===== src/rtl/serial_subtractor_4bit_pkg.sv =====
// Shared definitions for the bit-serial subtractor: controller states and default width.
package serial_subtractor_4bit_pkg;

    localparam int DEFAULT_WIDTH = 4;

    typedef enum logic [1:0] {
        ST_IDLE  = 2'd0,
        ST_SHIFT = 2'd1,
        ST_DONE  = 2'd2
    } state_t;

endpackage


===== src/rtl/serial_subtractor_4bit_full_subtractor.sv =====
// One-bit full subtractor used by the serial datapath.
module full_subtractor (
    input  logic a,
    input  logic b,
    input  logic bin,
    output logic d,
    output logic bout
);

    assign d    = a ^ b ^ bin;
    assign bout = (~a & b) | (~(a ^ b) & bin);

endmodule


===== src/rtl/serial_subtractor_4bit.sv =====
// Bit-serial subtractor: computes a - b - bin one bit per clock, LSB first,
// and presents diff/bout with a one-cycle done pulse after WIDTH shift cycles.
module serial_subtractor_4bit
    import serial_subtractor_4bit_pkg::*;
#(
    parameter int WIDTH = DEFAULT_WIDTH
) (
    input  logic             clk,
    input  logic             rst,
    input  logic             start,
    input  logic [WIDTH-1:0] a,
    input  logic [WIDTH-1:0] b,
    input  logic             bin,
    output logic             busy,
    output logic             done,
    output logic [WIDTH-1:0] diff,
    output logic             bout
);

    localparam int CNT_W = $clog2(WIDTH + 1);

    state_t             r_state;
    logic [CNT_W-1:0]   r_cnt;
    logic [WIDTH-1:0]   r_a;
    logic [WIDTH-1:0]   r_b;
    logic               r_br;
    // Only the upper WIDTH-1 result bits need storing; the final bit goes straight to diff.
    logic [WIDTH-2:0]   r_res;
    logic               r_busy;
    logic               r_done;
    logic [WIDTH-1:0]   r_diff;
    logic               r_bout;

    logic               w_d;
    logic               w_br_next;
    logic [WIDTH-1:0]   w_res_next;
    logic               w_last;
    logic               w_accept;

    full_subtractor u_full_subtractor (
        .a    (r_a[0]),
        .b    (r_b[0]),
        .bin  (r_br),
        .d    (w_d),
        .bout (w_br_next)
    );

    assign w_res_next = {w_d, r_res};
    assign w_last     = (r_cnt == CNT_W'(WIDTH - 1));
    assign w_accept   = start && ((r_state == ST_IDLE) || (r_state == ST_DONE));

    assign busy = r_busy;
    assign done = r_done;
    assign diff = r_diff;
    assign bout = r_bout;

    // Controller, operand shifters and registered outputs.
    always_ff @(posedge clk) begin
        if (rst) begin
            r_state <= ST_IDLE;
            r_cnt   <= '0;
            r_a     <= '0;
            r_b     <= '0;
            r_br    <= 1'b0;
            r_res   <= '0;
            r_busy  <= 1'b0;
            r_done  <= 1'b0;
            r_diff  <= '0;
            r_bout  <= 1'b0;
        end else if (w_accept) begin
            r_state <= ST_SHIFT;
            r_cnt   <= '0;
            r_a     <= a;
            r_b     <= b;
            r_br    <= bin;
            r_busy  <= 1'b1;
            r_done  <= 1'b0;
        end else begin
            case (r_state)
                ST_IDLE: begin
                    r_busy <= 1'b0;
                    r_done <= 1'b0;
                end
                ST_SHIFT: begin
                    r_a   <= {1'b0, r_a[WIDTH-1:1]};
                    r_b   <= {1'b0, r_b[WIDTH-1:1]};
                    r_br  <= w_br_next;
                    r_res <= w_res_next[WIDTH-1:1];
                    r_cnt <= r_cnt + CNT_W'(1);
                    if (w_last) begin
                        r_diff  <= w_res_next;
                        r_bout  <= w_br_next;
                        r_busy  <= 1'b0;
                        r_done  <= 1'b1;
                        r_state <= ST_DONE;
                    end else begin
                        r_busy <= 1'b1;
                    end
                end
                ST_DONE: begin
                    r_done  <= 1'b0;
                    r_state <= ST_IDLE;
                end
                default: begin
                    r_busy  <= 1'b0;
                    r_done  <= 1'b0;
                    r_state <= ST_IDLE;
                end
            endcase
        end
    end

endmodule

===== config.mk =====
export PLATFORM = sky130hd
export DESIGN_NAME = serial_subtractor_4bit
export DESIGN_NICKNAME = d
export VERILOG_FILES = /design/src/rtl/serial_subtractor_4bit_pkg.sv /design/src/rtl/serial_subtractor_4bit_full_subtractor.sv /design/src/rtl/serial_subtractor_4bit.sv
export SDC_FILE = /design/constraint.sdc
export NUM_CORES = 1
export LEC_CHECK = 0
export ABC_AREA = 1
export ABC_CLOCK_PERIOD_IN_PS = 2100
export BUFFER_PORTS_ARGS = -buffer_cell sky130_fd_sc_hd__buf_2
export CORE_UTILIZATION = 35
export DETAILED_ROUTE_END_ITERATION = 8
export SLEW_MARGIN = 20
export SYNTH_ARGS = -nofsm -noshare
export SYNTH_HDL_FRONTEND = slang
export SYNTH_SLANG_ARGS = --single-unit

===== constraint.sdc =====
create_clock -name clk -period 2.1 [get_ports clk]
set_input_delay 0.21 -clock clk [delete_from_list [all_inputs] [get_ports clk]]
set_output_delay 0.21 -clock clk [all_outputs]
set_load 0.005 [all_outputs]

After elaboration in Yosys (flattened, before gate mapping)
Cells that the tools add are included.

Word-level logic and storage cells: 51. Input bits: 12. Bits in registers: 24. Output and inout bits: 7.

Add/subtract/negate cells: 1. Mux-type cells: 12. Bitwise gates (word level): 10. Reduce and logical (&&, ||, !) cells: 10. Equality and inequality tests: 7.

Operator list (count): $mux W4 (4); $ne A2 B2 Y1 const B (3); $reduce_and A2 Y1 (3); $mux W1 (5); $not A1 Y1 (5); $pmux W2 S2 (1); $add A3 B1 Y3 const B (1); $eq A3 B2 Y1 const B (1); $ne A3 B3 Y1 const B (1); $reduce_and A3 Y1 (1); $reduce_or A3 Y1 (1); $and A1 B1 Y1 (2); $eq A2 B1 Y1 const B (1); $eq A2 B2 Y1 const B (1); $logic_not A2 Y1 (1); $mux W2 (1); $pmux W1 S2 (1); $reduce_bool A2 Y1 (1); $reduce_or A2 Y1 (1); $xor A1 B1 Y1 (2); $logic_and A1 B1 Y1 (1); $logic_or A1 B1 Y1 (1); $or A1 B1 Y1 (1).

Logic depth before layout (Yosys ltp)
Gate-level depths: netlist of run 1.

Depth in word-level cells: 6. Gate-level depth with buffers: 7. Depth with buffers taken out: 7.

Hierarchy
A second synthesis of run 1 with hierarchy kept.

Cell total of the unflattened synthesis: 138. Area total of the unflattened synthesis: 1083.5 um^2.

By module, submodules not included: serial_subtractor_4bit (sequential area each 480.5 um^2, cells each 134, area each 1052.3 um^2, times used 1); full_subtractor (sequential area each 0.0 um^2, cells each 4, area each 31.3 um^2, times used 1).

Worst setup path after synthesis of run 1
No wires, ideal clock.

Path kind: register to register. From: register r_cnt[0]. To: register r_bout (netlist: bout). Arrival time: 1.100 ns. Library setup time: 0.070 ns. Cell stages (with the launch flop): 8. Clock period less this slack: 1.169 ns. Setup slack: 0.931 ns. Path buffers: 0. Cell sequence: dfxtp_1 > ha_1 > ha_1 > inv_1 > nor2_4 > inv_1 > nand2_1 > a21oi_1.

Longest elaborated chain between the ends: 2.

RTL lines: start: declaration (line serial_subtractor_4bit.sv:23) `logic [CNT_W-1:0] r_cnt;`; start signal: assignment (line serial_subtractor_4bit.sv:89) `r_cnt <= r_cnt + CNT_W'(1);`; $eq A3 B2 Y1 (line serial_subtractor_4bit.sv:49) `assign w_last = (r_cnt == CNT_W'(WIDTH - 1));`; $reduce_and A3 Y1 (no line); end signal: assignment (line serial_subtractor_4bit.sv:92) `r_bout <= w_br_next;`; end: declaration (line serial_subtractor_4bit.sv:32) `logic r_bout;`.

No other way between the ends. A chain may end at the register's enable or synchronous reset.

Final worst setup path of run 1
From: register r_cnt[0]. To: register r_diff[1] (netlist: diff[1]).

Longest elaborated chain between the ends: 2.

RTL lines: $eq A3 B2 Y1 (line serial_subtractor_4bit.sv:49); $reduce_and A3 Y1 (no line); end signal: assignment (line serial_subtractor_4bit.sv:91) `r_diff <= w_res_next;`; end: declaration (line serial_subtractor_4bit.sv:31) `logic [WIDTH-1:0] r_diff;`.

No other way between the ends.

==> flow_summary.toml, run 1 <==
[setup_path]
crit_type = "flop to flop"
cp_max_fo = 6
critPathRequiredTime_ps = 2310
cp_slowest_cell = "dfxtp_1"
end_kind = "flop"
max_stage_delay_ps = 370
cpLargestDelayFamily = "flip-flops"
cp.arrival_ps = 1560
crit_path_start_kind = "flop"
reg2regPathDepth = 7
crit_cells = 7
crit_buf_inv = 2
crit_chain = "ha_1, ha_1, inv_1, nor2_4, inv_1, nor2_1, nor2_1"

[placement]
place.gp.congestion = 0.809
post-place-ws_ps = 754
post-dp-hpwl_um = 1520
numPortBuffers = 18
dp.cells = 183
placed_cell_area_sq_um = 1120

[global_route]
antenna_found_initial = 0
grt_pass1_vias = 888
track_usage_pct = 14.8
overflow = 0
grt_pass1_wl_um = 3700
grt_max_degree = 18

[power_and_ir_drop]
total_power_mw = 0.809
p_leak_nw = 0.556
powerDensity_nw_per_um2 = 708
vdd_ir_drop_max_uv = 363

[final_layout]
syn2layout_area_growth_pct = 12.0
fin_nets = 172
layout-drive-gt1-share_pct = 16.8
multi_input_area_sq_um = 433
fin_area_sq_um = 1140
fin_cells = 186
utilization_pct = 41.5
fillers = 306
antennaDiodeCount = 0
seqCellArea_sq_um = 480

[min_path]
hold_depth = 3
hold_path_class = "input port to flop"

[cts]
ctsHoldBuffers = 0
cts_resized = 0
cts.htree.levels = 1
cts_tree = "built"
clock_latency_ps = 310
cts.sinks = 24
cts_root_buffer = "clkbuf_4"
post_cts_buffers = 0
cts_buffer_depth = 2
clk_pin_slew_worst_paths_ps = 120
cts_buffers = 3

[routing]
drt-pass1-iter-count = 4
num_vias = 899
via_per_inst = 4.83
dr.first_iter.drc_count = 19
drt-total-wl_um = 2000
postRouteAntennaNets = 0
drc = 0
avgRoutedWirePerCell_um = 10.7

[die]
start_util_pct = 37.0
ioPinCount = 19
die_x_um = 56.0
dieArea_sq_um = 3140
die_h_um = 56.0
fp.coreArea_sq_um = 2760
num_rows = 19

[timing]
final-hold-violation-count = 0
timing.slew.headroom_pct = 76.4
tightest_slew_ps = 352
max_freq_mhz = 736
rsz0062_at_grt = "no"
setup_viol = 0
finalWorstSetupSlack_ps = 742
slew_viol_final = 0
layout_min_cycle_time_ps = 1360
fin_hold_ws_ps = 115
tns_ps = 0
post-route-period-util_pct = 64.7
fin_skew_ps = 6.10

[logic_synthesis]
synthAdderAreaFrac_pct = 4.41
yosysMostFrequentCell = "nor2_1"
yosysWarnings = 0
synth-seq-cells = 24
synth_nets = 153
synth_ff_type = "dfxtp_1"
postSynthCellCount = 138
synth_top_area_share_pct = 47.1
syn_avg_cell_area_sq_um = 7.40
synth.mux.area_fraction_pct = 0
synth_xor_xnor_area_share_pct = 0.858
ys_types = 20
synth_commonest_cells = "nor2_1, dfxtp_1, nand2_1, inv_1, nand3_1"
synth_seq_area_share_pct = 47.1
synth_top_family_by_area = "simple AND/OR/NAND/NOR gates"
ys_top_cells_by_area = "dfxtp_1, nor2_1, nand2_1, inv_1, nand3_1"
synth_compound_area_share_pct = 9.56
synth_async_sr_flop_share_pct = 0
synthSimpleGateAreaFrac_pct = 27.6
syn_area_sq_um = 1020
synth_top_area_cell = "dfxtp_1"
synth-edff-count = 0

[status]
status = "completed"

[flow_run]
drv_cap = 0
==> worst paths after layout <==
check | startpoint | end | slack (ps)
worst max register to register | r_cnt[0] | diff[1] | 740
worst min-delay path | b[3] | r_b[3] | 110
worst min register to register | bout | bout | 470
worst max-delay path | r_cnt[0] | diff[1] | 740
==> worst min-delay path: stages <==
cell	delay, ps
buf_2	70
nor2_1	30
nor2_1	80
==> cell usage in the layout, fill, tap and decap left out <==
cell	Yosys	final
a21oi_1	8	8
a31oi_1	1	1
buf_2	2	18
clkbuf_4	0	3
dfxtp_1	24	24
fa_1	1	1
ha_1	2	2
inv_1	19	19
inv_2	2	2
nand2_1	22	22
nand2_2	1	1
nand2_4	1	1
nand3_1	12	12
nor2_1	28	28
nor2_4	1	1
nor3_1	1	1
o21ai_0	9	9
o22ai_1	1	1
xor2_1	1	1
==> kinds of logic after synthesis <==
family | count (synthesis)
compound gates | 19
xor+xnor | 1
fa+ha+maj | 3
buf+inv | 25
flops | 24
simple gates | 66
==> cell type report <==
cell class	instances	area share, %
Sequential cell	24	42.0
Multi-Input combinational cell	89	37.9
Inverter	21	6.89
Clock buffer	3	1.97
Tap cell	31	3.39
Timing Repair Buffer	18	7.88
==> sequential cells by signal, indices dropped and copies added (netlist names) <==
register	count
r_res	3
r_cnt	3
r_state	2
diff	4
r_a	4
bout	1
r_b	4
r_br	1
done	1
busy	1
==> routing by layer <==
| metal | up-vias | part of all wire, % | global-route usage [%] |
|---|---|---|---|
| met5 | - | 0 | 0 |
| met3 | 2 | 4.8 | 2.09 |
| met1 | 407 | 45 | 18.8 |
| met2 | 28 | 49 | 25.0 |
| li1 | 462 | - | - |
| met4 | 0 | 0.85 | 6.27 |
==> report_power, final <==
part	total [mW]	internal, mW	switching (mW)
registers	0.496	0.482	0.0137
logic	0.119	0.0432	0.0762
clock network	0.194	0.0669	0.127
No activity file was read; power rests on OpenSTA's default activity.
==> run 2, diff against run 1 <==
--- a/config.mk
+++ b/config.mk
@@ -6,7 +6,7 @@
 export NUM_CORES = 1
 export LEC_CHECK = 0
 export ABC_AREA = 1
-export ABC_CLOCK_PERIOD_IN_PS = 2100
+export ABC_CLOCK_PERIOD_IN_PS = 1300
 export BUFFER_PORTS_ARGS = -buffer_cell sky130_fd_sc_hd__buf_2
 export CORE_UTILIZATION = 35
 export DETAILED_ROUTE_END_ITERATION = 8
==> constraint.sdc (replaced) <==
create_clock -name clk -period 1.3 [get_ports clk]
set_input_delay 0.13 -clock clk [delete_from_list [all_inputs] [get_ports clk]]
set_output_delay 0.13 -clock clk [all_outputs]
set_load 0.005 [all_outputs]
==> flow_summary.toml, run 2 (synthesis results as in run 1) <==
[status]
status = "completed"

[cts]
clock_latency_ps = 310
cts_tree = "built"
cts.htree.levels = 1
cts_root_buffer = "clkbuf_4"
cts.sinks = 24
cts_buffers = 3
cts_buffer_depth = 2
ctsHoldBuffers = 0
clk_pin_slew_worst_paths_ps = 130

[final_layout]
layout_commonest_cell = "nor2_1"
layout-drive-gt1-share_pct = 24.4
final_cell_mix = "nor2_1, nand2_1, dfxtp_1"
fin_nets = 176
fin_area_sq_um = 1200
fin_cells = 191
fillers = 300
syn2layout_area_growth_pct = 17.6
antennaDiodeCount = 0
utilization_pct = 43.6

[global_route]
grt_max_degree = 17
track_usage_pct = 15.2
overflow = 0
grt_pass1_wl_um = 3740
grt_pass1_vias = 876
antenna_found_initial = 0

[timing]
setup_viol = 0
slew_viol_final = 0
layout_min_cycle_time_ps = 1210
fin_skew_ps = 2.33
rsz0062_at_grt = "no"
max_freq_mhz = 825
post-route-period-util_pct = 93.3
timing.slew.headroom_pct = 73.5
tightest_slew_ps = 397
final-hold-violation-count = 0
finalWorstSetupSlack_ps = 87.2

[setup_path]
cp_max_fo = 2
crit_buf_inv = 1
cpLargestDelayFamily = "adder cells"
end_kind = "flop"
crit_chain = "inv_1, fa_1, o21ai_1, nor2_1"
cp.arrival_ps = 1470
cp_slowest_cell = "fa_1"
critPathRequiredTime_ps = 1560
crit_path_start_kind = "flop"
crit_type = "flop to flop"
max_stage_delay_ps = 590

[die]
start_util_pct = 37.0
die_h_um = 56.0
ioPinCount = 19
die_x_um = 56.0
fp.coreArea_sq_um = 2760
dieArea_sq_um = 3140
num_rows = 19

[routing]
drc = 0
avgRoutedWirePerCell_um = 11.0
drt-total-wl_um = 2100
dr.first_iter.drc_count = 13
via_per_inst = 4.70
num_vias = 897
drt-pass1-iter-count = 5
postRouteAntennaNets = 0

[power_and_ir_drop]
power.switching_mw = 0.379
p_clk_share_pct = 28.1
seqPwrFrac_pct = 57.0
vdd_ir_drop_max_uv = 636
switching_share_pct = 26.9
internal-power_mw = 1.03
pwr-share-comb_pct = 14.9
powerDensity_nw_per_um2 = 1170
p_leak_nw = 0.584

[placement]
numPortBuffers = 18
post-dp-hpwl_um = 1560
post-place-ws_ps = -16.8
place.gp.congestion = 0.757
placed_cell_area_sq_um = 1140
dp.cells = 186

[min_path]
hold_path_class = "input port to flop"

[flow_run]
drv_cap = 0
## run 2: area by class of cell
class | count | area, sq um | area share [%]
clock buffer | 4 | 36.3 | 3.02
inverter | 21 | 81.3 | 6.77
multi-input combinational | 89 | 440 | 36.7
sequential | 24 | 484 | 40.3
tap | 31 | 38.8 | 3.23
timing repair buffer | 22 | 120 | 10.0
## run 2: worst paths after layout
check	cells past startpoint	endpoint	slack, ps	start
hold / removal	3	r_b[3]	30	b[3]
hold reg to reg	2	diff[2]	470	diff[2]
setup reg to reg	4	r_res[2]	90	r_b[0]
setup / recovery	4	r_res[2]	90	r_b[0]
## run 2: power by group through the flow
| stage | clock network (mW) | registers [mW] | logic, mW |
|---|---|---|---|
| after floorplan | 0 | 0.813 | 0.151 |
| after global placement | 0 | 0.817 | 0.205 |
| after detailed placement | 0 | 0.819 | 0.206 |
| after CTS | 0.414 | 0.803 | 0.207 |
| after global routing | 0.432 | 0.809 | 0.243 |
| final | 0.397 | 0.804 | 0.210 |
## run 2: worst register-to-register path, delay by kind of cell (launching register included)
kind            cells  cell delay [ps]
fa+ha+maj           1              590
flops               1              330
simple gates        1              100
compound gates      1               80
buf+inv             1               70
## run 2: repair_timing
item	in CTS	in global routing
resized for setup	2	9
buffers inserted	0	1
setup endpoints to repair	5	6
pin swaps	0	1
hold endpoints to repair	0	0
## run 2: metal layers
layer | up-vias | track usage (%) | share of wire (%)
met5 | - | 0 | 0
met1 | 406 | 19.9 | 48
met2 | 17 | 24.7 | 48
met4 | 0 | 7.32 | 0.86
met3 | 2 | 2.09 | 3.5
li1 | 472 | - | -
## run 2: through the flow
step	power (mW)	setup TNS, ps	hold slack [ps]
after global placement	1.02	0	351
after global routing	1.48	0	55.1
final	1.41	0	33.2
after detailed placement	1.02	-26.5	359
after CTS	1.42	0	19.3
after floorplan	0.964	0	265
==> run 3, diff against run 2 <==
--- a/config.mk
+++ b/config.mk
@@ -6,8 +6,8 @@
 export NUM_CORES = 1
 export LEC_CHECK = 0
 export ABC_AREA = 1
-export ABC_CLOCK_PERIOD_IN_PS = 1300
-export BUFFER_PORTS_ARGS = -buffer_cell sky130_fd_sc_hd__buf_2
+export ABC_CLOCK_PERIOD_IN_PS = 1380
+export BUFFER_PORTS_ARGS = -buffer_cell sky130_fd_sc_hd__clkbuf_2
 export CORE_UTILIZATION = 35
 export DETAILED_ROUTE_END_ITERATION = 8
 export SLEW_MARGIN = 20
==> constraint.sdc (replaced) <==
create_clock -name clk -period 1.38 [get_ports clk]
set_input_delay 0.138 -clock clk [delete_from_list [all_inputs] [get_ports clk]]
set_output_delay 0.138 -clock clk [all_outputs]
set_load 0.005 [all_outputs]
==> flow_summary.toml, run 3 (synthesis results as in run 1) <==
[min_path]
holdPathEnd = "r_a[3]"
hold_path_class = "input port to flop"
hold_depth = 3
min_from = "a[3]"

[power_and_ir_drop]
power.switching_mw = 0.357
vdd_ir_drop_max_uv = 530
seqPwrFrac_pct = 57.0
p_leak_nw = 0.574
p_clk_share_pct = 28.4
switching_share_pct = 26.9
powerDensity_nw_per_um2 = 1120
internal-power_mw = 0.968
pwr-share-comb_pct = 14.5

[cts]
ctsHoldBuffers = 0
cts_buffers = 3
cts_tree = "built"
cts_root_buffer = "clkbuf_4"
cts.htree.levels = 1
cts.sinks = 24
clk_pin_slew_worst_paths_ps = 140
clock_latency_ps = 310
cts_buffer_depth = 2

[final_layout]
layout_commonest_cell = "nor2_1"
final_cell_mix = "nor2_1, dfxtp_1, nand2_1"
layout-drive-gt1-share_pct = 19.5
fillers = 297
fin_area_sq_um = 1180
antennaDiodeCount = 0
multi_input_area_sq_um = 433
fin_nets = 175
syn2layout_area_growth_pct = 15.6
seqCellArea_sq_um = 480
fin_cells = 190

[placement]
numPortBuffers = 18
post-dp-hpwl_um = 1610
place.gp.congestion = 0.758
dp.cells = 186
placed_cell_area_sq_um = 1140

[flow_run]
drv_cap = 0

[global_route]
track_usage_pct = 15.8
antenna_found_initial = 0
grt_max_degree = 17
grt_pass1_vias = 907
grt_pass1_wl_um = 3910
overflow = 0

[die]
fp.coreArea_sq_um = 2760
dieArea_sq_um = 3140
die_x_um = 56.0
start_util_pct = 37.0
ioPinCount = 19
num_rows = 19
die_h_um = 56.0

[timing]
layout_min_cycle_time_ps = 1260
max_freq_mhz = 793
slew_viol_final = 0
timing.slew.headroom_pct = 74.8
rsz0062_at_grt = "no"
tns_ps = 0
final-hold-violation-count = 0
setup_viol = 0
fin_skew_ps = 0.764
tightest_slew_ps = 377
post-route-period-util_pct = 91.4

[routing]
postRouteAntennaNets = 0
avgRoutedWirePerCell_um = 11.2
dr.first_iter.drc_count = 9
via_per_inst = 4.68
num_vias = 890
drc = 0
drt-total-wl_um = 2130
drt-pass1-iter-count = 4

[status]
status = "completed"

[setup_path]
reg2regPathDepth = 7
timing.rr.start = "r_cnt[0]"
end_kind = "flop"
cp_max_fo = 6
cp.arrival_ps = 1510
r2r_end = "diff[2]"
crit_path_start_kind = "flop"
crit_type = "flop to flop"
ff2ff_setup_slack_ps = 120
critPathRequiredTime_ps = 1630
==> run 3: cell count changes in the layout (fill, tap and decap cells not counted), moves of 2 or more <==
cell / delta
o21ai_1: -2
nor2_1: +2
dfxtp_1: +3
buf_2: -18
clkbuf_2: +18
o21ai_0: +2
dfxtp_2: -3
nor2_2: -2
==> run 3: power groups by stage <==
| stage | combinational, mW | clock, mW | sequential [mW] |
|---|---|---|---|
| floorplan | 0.142 | 0 | 0.766 |
| global placement | 0.193 | 0 | 0.770 |
| detailed placement | 0.195 | 0 | 0.772 |
| CTS | 0.196 | 0.383 | 0.757 |
| global route | 0.224 | 0.414 | 0.761 |
| finish | 0.193 | 0.377 | 0.756 |
==> run 3: critical path, stage by stage, from the launching register on <==
cell	delay (ps)
dfxtp_1	350
ha_1	200
ha_1	190
inv_1	120
nor2_4	70
inv_2	100
nand2_1	60
a21oi_1	120
==> run 3: worst max path at each step <==
stage,start,end,slack (ps)
after floorplan,r_cnt[0],bout,210
final,r_cnt[0],diff[2],120
after global routing,r_cnt[1],diff[1],30
after global placement,r_cnt[0],diff[2],150
after detailed placement,r_cnt[0],bout,80
after CTS,r_cnt[0],diff[2],50
==> run 3: layer usage <==
layer	vias up	routed length (um)	track usage, %
li1	471	-	-
met2	8	1080	28.2
met5	-	0	0
met3	2	42	2.09
met1	409	991	19.6
met4	0	17	5.23
==> run 3: metrics by stage <==
step           setup WS (ps)  util [%]  total power [mW]  hold slack, ps
5_1_grt                 26.1      42.8              1.40            57.7
2_1_floorplan            211         -             0.908             273
4_1_cts                 53.2      42.8              1.34            45.9
6_report                 118      42.8              1.33            43.2
3_5_place_dp            81.0      41.5             0.967             363
3_3_place_gp             147      41.5             0.963             359
==> run 3: repair_timing <==
action	4_1_cts	5_1_grt
endpoints found under the setup margin	0	5
gates resized for setup	0	1
endpoints found under the hold margin	0	0
setup buffers	0	0
==> run 3: final cells by class <==
cell class / count / area share (%)
well taps: 31 / 3.29
multi-input cells: 89 / 36.7
clock buffers: 4 / 3.08
flip-flops and latches: 24 / 40.7
repair buffers: 21 / 9.54
inverters: 21 / 6.68
